**config.mk**
```make
export PLATFORM = sky130hd
export DESIGN_NAME = mem_access_unit
export DESIGN_NICKNAME = d
export VERILOG_FILES = /design/src/rtl/mem_access_unit_pkg.sv /design/src/rtl/load_align.sv /design/src/rtl/mem_access_unit.sv
export SDC_FILE = /design/constraint.sdc
export NUM_CORES = 1
export LEC_CHECK = 0
export BUFFER_PORTS_ARGS = -buffer_cell sky130_fd_sc_hd__buf_2
export CAP_MARGIN = 40
export CORE_ASPECT_RATIO = 0.6
export CORE_UTILIZATION = 35
export DETAILED_ROUTE_END_ITERATION = 12
export PLACE_DENSITY = 0.83
export SLEW_MARGIN = 0
export SYNTH_ARGS = -nofsm -noshare
export SYNTH_HDL_FRONTEND = slang
export SYNTH_SLANG_ARGS = --single-unit
```
**constraint.sdc**
```tcl
create_clock -name clk -period 2.3 [get_ports clk]
set_clock_uncertainty 0.05 [all_clocks]
set_input_delay 0.69 -clock clk [delete_from_list [all_inputs] [get_ports clk]]
set_output_delay 0.69 -clock clk [all_outputs]
set_load 0.02 [all_outputs]
```
**src/rtl/mem_access_unit_pkg.sv**
```systemverilog
// Shared definitions for the memory-stage load/store engine: size codes, FSM
// encoding and the store-lane / load-extension helpers.
package mem_access_unit_pkg;

  localparam logic [1:0] SIZE_BYTE = 2'd0;
  localparam logic [1:0] SIZE_HALF = 2'd1;
  localparam logic [1:0] SIZE_WORD = 2'd2;

  typedef enum logic [2:0] {
    ST_IDLE  = 3'd0,
    ST_REQ   = 3'd1,
    ST_WAIT  = 3'd2,
    ST_DONE  = 3'd3,
    ST_DRAIN = 3'd4
  } state_t;

  // Code 3 is reserved and behaves as a word everywhere.
  function automatic logic [31:0] replicate_store(input logic [1:0] size,
                                                  input logic [31:0] wdata);
    case (size)
      SIZE_BYTE: replicate_store = {4{wdata[7:0]}};
      SIZE_HALF: replicate_store = {2{wdata[15:0]}};
      default:   replicate_store = wdata;
    endcase
  endfunction

  function automatic logic [31:0] extend_load(input logic [31:0] word,
                                              input logic [1:0]  addr_lo,
                                              input logic [1:0]  size,
                                              input logic        zero_ext);
    logic [7:0]  lane_b;
    logic [15:0] lane_h;
    case (addr_lo)
      2'd0:    lane_b = word[7:0];
      2'd1:    lane_b = word[15:8];
      2'd2:    lane_b = word[23:16];
      default: lane_b = word[31:24];
    endcase
    lane_h = addr_lo[1] ? word[31:16] : word[15:0];
    case (size)
      SIZE_BYTE: extend_load = {{24{~zero_ext & lane_b[7]}}, lane_b};
      SIZE_HALF: extend_load = {{16{~zero_ext & lane_h[15]}}, lane_h};
      default:   extend_load = word;
    endcase
  endfunction

endpackage

```
**src/rtl/load_align.sv**
```systemverilog
// Picks the addressed byte/half out of a little-endian read word and
// sign- or zero-extends it to 32 bits.
module load_align
  import mem_access_unit_pkg::*;
(
  input  logic [31:0] rdata,
  input  logic [1:0]  addr_lo,
  input  logic [1:0]  size,
  input  logic        zero_ext,
  output logic [31:0] load_data
);

  assign load_data = extend_load(rdata, addr_lo, size, zero_ext);

endmodule

```
**src/rtl/mem_access_unit.sv**
```systemverilog
// MEM-stage load/store engine: runs the held EX/MEM op over an address/data
// handshake bus, stalls EX/MEM while in flight and flags misaligned accesses.
module mem_access_unit
  import mem_access_unit_pkg::*;
(
  input  logic        clk,
  input  logic        rst,
  input  logic        exception,
  input  logic        op_load,
  input  logic        op_store,
  input  logic [1:0]  op_size,
  input  logic        op_unsigned,
  input  logic [31:0] op_addr,
  input  logic [31:0] op_wdata,
  output logic        data_req,
  output logic        data_wr,
  output logic [1:0]  data_size,
  output logic [31:0] data_addr,
  output logic [31:0] data_wdata,
  input  logic        data_addr_ok,
  input  logic        data_data_ok,
  input  logic [31:0] data_rdata,
  output logic        data_stall,
  output logic [31:0] load_data,
  output logic        load_valid,
  output logic        adel,
  output logic        ades,
  output state_t      state
);

  // Bus handshake: a request is held in REQ until data_addr_ok; the matching
  // data_data_ok arrives at the earliest one cycle later. The request may be
  // withdrawn before acceptance, but an accepted one must be drained.

  logic        misaligned;
  logic        aligned_op;
  logic        in_req;
  logic [31:0] rdata_q;

  assign misaligned = ((op_size == SIZE_HALF) && op_addr[0]) ||
                      (op_size[1] && (op_addr[1:0] != 2'b00));
  assign aligned_op = (op_load || op_store) && !misaligned;

  always_ff @(posedge clk or negedge rst) begin
    if (!rst) begin
      state   <= ST_IDLE;
      rdata_q <= 32'd0;
    end else begin
      case (state)
        ST_IDLE:  if (aligned_op && !exception) state <= ST_REQ;
        ST_REQ: begin
          if (exception)         state <= data_addr_ok ? ST_DRAIN : ST_IDLE;
          else if (data_addr_ok) state <= ST_WAIT;
        end
        ST_WAIT: begin
          if (data_data_ok) begin
            if (exception) begin
              state <= ST_IDLE;
            end else begin
              state   <= ST_DONE;
              rdata_q <= data_rdata;
            end
          end else if (exception) begin
            state <= ST_DRAIN;
          end
        end
        ST_DONE:  state <= ST_IDLE;
        ST_DRAIN: if (data_data_ok) state <= ST_IDLE;
        default:  state <= ST_IDLE;
      endcase
    end
  end

  // Bus outputs are decoded from state and the op held stable by the stall.
  assign in_req     = (state == ST_REQ);
  assign data_req   = in_req;
  assign data_wr    = in_req && op_store;
  assign data_size  = in_req ? op_size : 2'd0;
  assign data_addr  = in_req ? op_addr : 32'd0;
  assign data_wdata = in_req ? replicate_store(op_size, op_wdata) : 32'd0;

  // Gated by reset so every output reads zero while reset is held.
  assign data_stall = rst && aligned_op && !exception && (state != ST_DONE);
  assign adel       = rst && misaligned && op_load;
  assign ades       = rst && misaligned && op_store;
  assign load_valid = (state == ST_DONE) && op_load;

  load_align u_load_align (
    .rdata     (rdata_q),
    .addr_lo   (op_addr[1:0]),
    .size      (op_size),
    .zero_ext  (op_unsigned),
    .load_data (load_data)
  );

endmodule
```
==> results.sh, run 1 <==
export IMPL_grt_pass1_vias=3781
export IMPL_grt_ovfl_total=0
export IMPL_setup_viol=101
export IMPL_die_area_um2=8640
export IMPL_hp_class="reg -> reg"
export IMPL_synth_nets=444
export IMPL_cts_buffer_depth=2
export IMPL_ys_flop_type="dfrtp_1"
export IMPL_synth_cells=338
export IMPL_netlist_area_um2=2890
export IMPL_status="complete, but fails checks"
export IMPL_synth_edf_count=0
export IMPL_ios=213
export IMPL_cp_data_arrival_time_ps=1820
export IMPL_clock_sinks=35
export IMPL_yosysSeqAreaShare_pct=30.3
export IMPL_via_per_inst=5.59
export IMPL_io_buffers=212
export IMPL_post_route_min_period_ps=2560
export IMPL_max_cap_violations=0
export IMPL_routedWlPerCell_um=22.9
export IMPL_violations="setup timing"
export IMPL_htree_levels=2
export IMPL_dp_slack_ps=-456
export IMPL_ys_ff_latch=35
export IMPL_die_h_um=72.4
export IMPL_post_route_period_util_pct=111
export IMPL_track_usage_pct=33.1
export IMPL_place_congestion=0.822
export IMPL_fin_ws_ps=-258
export IMPL_placementRows=25
export IMPL_cp_end_kind="output port"
export IMPL_start_util_pct=36.4
export IMPL_final_nets=686
export IMPL_slew_headroom_pct=67.6
export IMPL_powerDensity_nw_per_um2=818
export IMPL_clk_pin_slew_worst_paths_ps=50
export IMPL_use_met3_pct=8.18
export IMPL_drtPass1Iterations=5
export IMPL_antenna_found_initial=1
export IMPL_r2r_start="state[0]"
export IMPL_cp_cell_sequence="buf_12 -> mux2_4 -> a22oi_2 -> buf_4 -> o221ai_2 -> buf_6"
export IMPL_gr_usage_met1_pct=43.8
export IMPL_yosys_warnings=0
export IMPL_grt_max_degree=36
export IMPL_crit_fanout=6
export IMPL_clock_fmax_ghz=0.391
export IMPL_core_um2=7950
export IMPL_clk_latency_ps=280
export IMPL_drtIter0Drc=237
export IMPL_cts_tree="built"
export IMPL_slowest_stage="mux2_4"
export IMPL_crit_type="in -> out"
export IMPL_cts_root_buf="clkbuf_16"
export IMPL_vias=3854
export IMPL_min_from="rdata_q[1]"
export IMPL_hold_ws_ps=461
export IMPL_grt_util_met2_pct=54.0
export IMPL_finalSetupTns_ps=-12620
export IMPL_drive_above_1_share_pct=80.0
export IMPL_rsz0062_at_grt="yes"
export IMPL_start_kind="input port"
export IMPL_cts_hold_buf=0
export IMPL_required_ps=1560
export IMPL_hpwlAfterDp_um=8800
export IMPL_cts_buffers=5
export IMPL_p_leak_nw=2.96
export IMPL_cp_startpoint="op_addr[0]"
export IMPL_cp_slowest_stage_delay_ps=330
export IMPL_drt_wl_total_um=15800
export IMPL_drtAntennaViolNets=0
export IMPL_tightest_slew_ps=486
export IMPL_drc=0
export IMPL_slew_viol_final=0
export IMPL_grt_pass1_wl_um=21600
export IMPL_die_w_um=119
export IMPL_timing_hold_violations_final=0
export IMPL_grt_busiest_layer="met2"
export IMPL_worst_ir_drop_vdd_uv=565
export IMPL_async_reset_ff_share_pct=100
export IMPL_yosysUniqueCellTypes=38
export IMPL_syn_area_per_cell_um2=8.55
export IMPL_area_delta_synth_final_pct=124
-- report_power, final --
part / switching, mW / total (mW) / internal, mW
Sequential: 0.337 / 1.22 / 0.885
Clock: 0.249 / 0.710 / 0.461
Combinational: 1.66 / 3.37 / 1.71
-- synth_stat cells, types with 3 or more instances --
cell type,count,area [um^2]
a21o_1,3,22.5
and2_1,42,263
nand2_1,42,158
clkbuf_2,4,20.0
buf_1,4,15.0
inv_1,5,18.8
a21oi_1,14,70.1
nor2b_1,9,56.3
a221o_1,7,70.1
buf_2,8,40.0
nor2_1,32,120
mux2i_1,26,260
o21ai_0,21,105
clkbuf_1,11,41.3
buf_6,3,33.8
mux2_2,42,473
dfrtp_1,35,876
o221ai_1,6,52.6
-- worst paths after layout --
path                                 endpoint  cells after the start  slack (ps)
max in group asynchronous            state[2]                      2        1270
worst max-delay path            load_data[15]                      6        -260
worst min-delay path               rdata_q[1]                      1         460
worst min register to register     rdata_q[1]                      1         460
min in group asynchronous          rdata_q[8]                      2         550
worst max register to register     rdata_q[6]                      5         460
-- worst max-delay path: cells and delay by family --
kind | cells | cell delay (ps)
multiplexers | 1 | 330
AO/OA/AOI/OAI | 2 | 360
buffers and inverters | 3 | 440
-- kinds of logic (layout without fill, tap and decap cells) --
family	after synthesis	in the layout	synth area share (%)
mux	69	70	25.8
buf+inv	36	278	5.97
flops	35	35	30.3
other cells	0	1	0
simple gates	139	139	24.6
compound gates	59	59	13.3
-- state kept, by name, indices dropped and copies added (netlist names) --
signal	cells
state	3
rdata_q	32
-- through the flow --
| stage | area (um^2) | power (mW) | utilization, % | instances |
|---|---|---|---|---|
| global route | 6480 | 5.50 | 81.6 | 689 |
| CTS | 6300 | 5.07 | 79.3 | 694 |
| finish | 6490 | 5.30 | 81.6 | 690 |
| global placement | 4780 | 3.41 | 60.2 | 664 |
| floorplan | 3550 | 2.81 | - | 338 |
| detailed placement | 4780 | 3.48 | 60.2 | 664 |
-- repair_timing --
item / CTS / global route
setup buffers: 13 / 2
resized for setup: 291 / 76
gates cloned: 9 / 1
pin swaps: 62 / 35
endpoints found under the setup margin: 103 / 103
-- placed cells by master (no fill, tap or decap), types with 3 or more instances in the layout --
cell type,n
mux2_4,11
a21oi_2,5
dfrtp_1,34
a21oi_4,4
o21ai_2,6
buf_8,6
nor2_1,4
inv_1,4
buf_2,105
a21oi_1,5
mux2i_2,6
nor2_4,22
buf_12,18
mux2i_1,5
a221o_1,7
nand2_1,33
nor2_2,6
o21ai_4,14
buf_16,3
nand2_4,8
buf_6,104
a21o_1,3
mux2_2,32
buf_4,27
mux2i_4,15
clkbuf_16,6
o221ai_2,4
and2_4,42
nor2b_1,5
-- final cells by class --
cell class	count	area, um^2
Clock buffer	8	156
Timing Repair Buffer	264	2460
Multi-Input combinational cell	268	2820
Tap cell	108	135
Inverter	6	35.0
Fill cell	412	1460
Sequential cell	35	877
Antenna cell	1	2.50
-- metal layers --
metal,share of wire (%),vias to the layer above
met5,0,-
met4,3.5,0
met3,8.1,48
met2,48,234
met1,40,1907
li1,-,1665
Note: power is estimated with default switching activity, not from simulation.
==> inputs of run 2 (changes only) <==
==> constraint.sdc (replaced) <==
create_clock -name clk -period 2.2 [get_ports clk]
set_clock_uncertainty 0.05 [all_clocks]
set_input_delay 0.66 -clock clk [delete_from_list [all_inputs] [get_ports clk]]
set_output_delay 0.66 -clock clk [all_outputs]
set_load 0.02 [all_outputs]
==> run 2 against run 1 <==
Compared with the run above:
- the run still ends with setup timing left
- clock power up 8.9%
- utilization down 2.3 points
- sequential power increased by 6%
- non-clock buffer count increased by 7
- global-route usage fell by 0.46 points
- sequential share of layout area rose by 0.41 points
- sequential cell count unchanged
- hold slack worse by 300 ps
- register-to-register slack got worse by 160 ps
==> results.sh, run 2 (synthesis results as in run 1) <==
export IMPL_status="complete, but fails checks"
export IMPL_violations="setup timing"
export IMPL_area_delta_synth_final_pct=118
export IMPL_max_flop_register="rdata_q"
export IMPL_grt_max_degree=33
export IMPL_setup_viol=104
export IMPL_drive_above_1_share_pct=79.0
export IMPL_grt_ovfl_total=0
export IMPL_crit_fanout=8
export IMPL_cts_buffer_depth=2
export IMPL_wl_met1_um=6160
export IMPL_io_buffers=212
export IMPL_fin_ws_ps=-324
export IMPL_antenna_found_initial=0
export IMPL_largestRegisters="rdata_q x32, state x3"
export IMPL_grt_pass1_wl_um=21500
export IMPL_clk_pin_slew_worst_paths_ps=60
export IMPL_clock_fmax_ghz=0.396
export IMPL_slew_headroom_pct=70.8
export IMPL_cp_end_kind="output port"
export IMPL_p_total_mw=5.45
export IMPL_drtIter0Drc=250
export IMPL_powerDensity_nw_per_um2=865
export IMPL_layout_commonest_cell="buf_2"
export IMPL_required_ps=1490
export IMPL_cts_hold_buf=0
export IMPL_maxUsedRoutingLayer="met4"
export IMPL_drtAntennaViolNets=0
export IMPL_placementRows=25
export IMPL_hp_class="in -> async"
export IMPL_slew_viol_final=0
export IMPL_cts_tree="built"
export IMPL_die_w_um=119
export IMPL_place_congestion=0.892
export IMPL_cp_slowest_stage_delay_ps=470
export IMPL_path_buf_inv=3
export IMPL_cts_root_buf="clkbuf_16"
export IMPL_routedWlPerCell_um=21.1
export IMPL_drt_wl_total_um=14700
export IMPL_largest_reg_flops=32
export IMPL_drc=0
export IMPL_timing_hold_violations_final=0
export IMPL_crit_type="in -> out"
export IMPL_cp_data_arrival_time_ps=1810
export IMPL_tightest_slew_ps=438
export IMPL_worst_ir_drop_vdd_uv=632
export IMPL_final_nets=695
export IMPL_crit_family="multiplexers"
export IMPL_start_util_pct=36.4
export IMPL_max_cap_violations=0
export IMPL_hpwlAfterDp_um=9250
export IMPL_ios=213
export IMPL_start_kind="input port"
export IMPL_path_common_cell="buf_12"
export IMPL_clk_latency_ps=280
export IMPL_vias=3804
export IMPL_met3WireLength_um=1070
export IMPL_hold_ws_ps=163
export IMPL_via_per_inst=5.45
export IMPL_htree_levels=2
export IMPL_wl_met2_um=7080
export IMPL_cts_buffers=5
export IMPL_cp_cell_sequence="buf_12 -> buf_12 -> nor2_4 -> mux2_8 -> o21ai_4 -> buf_6"
export IMPL_slowest_stage="mux2_8"
export IMPL_post_route_period_util_pct=115
export IMPL_rsz0062_at_grt="yes"
export IMPL_antennaDiodeCount=0
export IMPL_p_leak_nw=2.94
export IMPL_fin_util_pct=79.3
export IMPL_drtPass1Iterations=4
export IMPL_n_fill_cell=443
export IMPL_post_route_min_period_ps=2520
export IMPL_dp_slack_ps=-438
export IMPL_grt_pass1_vias=3861
export IMPL_final_cell_mix="buf_2 (114), buf_6 (104), and2_4 (42), mux2_2 (40), nand2_1 (35)"
export IMPL_die_h_um=72.4
export IMPL_die_area_um2=8640
export IMPL_clock_sinks=35
export IMPL_core_um2=7950
export IMPL_track_usage_pct=32.7
## run 2: changes by cell type in the layout (fill, tap and decap cells not counted), sizes merged
cell | previous run | this run
clkinv | 1 | 0
inv | 5 | 7
clkinvlp | 0 | 1
clkbuf | 9 | 7
buf | 263 | 271
diode | 1 | 0
or2 | 2 | 3
## run 2: worst register-to-register path, cell delays in order (launching register included)
cell	delay [ps]
dfrtp_1	400
buf_4	170
nand2b_2	220
nor4b_4	290
buf_12	260
mux2_2	400
## run 2: path summary, 6_finish.rpt
check | startpoint | endpoint | slack, ps | cells after the start
hold reg to reg | rdata_q[4] | rdata_q[4] | 460 | 1
max in group asynchronous | rst | rdata_q[23] | 1240 | 2
hold / removal | rst | state[1] | 160 | 1
setup reg to reg | state[0] | rdata_q[19] | 300 | 5
setup / recovery | op_addr[0] | load_data[18] | -320 | 6
min in group clk | rdata_q[4] | rdata_q[4] | 460 | 1
## run 2: routing by layer
metal / up-vias / global-route usage (%)
met5: - / 0
met4: 0 / 11.3
met3: 39 / 8.18
met2: 198 / 54.8
met1: 1887 / 41.4
li1: 1680 / -
## run 2: layout make-up
class	instances	area, um^2	area share, %
Timing Repair Buffer	271	2390	37.9
Clock buffer	7	153	2.42
Clock inverter	1	7.51	0.119
Sequential cell	35	878	13.9
Inverter	6	30.0	0.476
Timing Repair inverter	1	8.76	0.139
Tap cell	108	135	2.14
Multi-Input combinational cell	269	2700	42.9
## run 2: where the power goes
part	internal, mW	switching (mW)
Sequential	0.927	0.364
Clock	0.482	0.291
Combinational	1.71	1.69
Total	3.11	2.34
## run 2: through the flow
stage | TNS [ps] | std cells | area, um^2
after floorplan | -4930 | 338 | 3690
after global placement | -18770 | 671 | 4940
after detailed placement | -20980 | 671 | 4940
after CTS | -21320 | 698 | 6110
after global routing | -21970 | 698 | 6300
final | -19090 | 698 | 6300
## run 2: timing repair
action                                  CTS  global route
resized for setup                       229            59
endpoints found under the setup margin  103           103
pin swaps                                45            12
setup buffers                            12             6
gates cloned                              8             0
hold endpoints to repair                  0             0
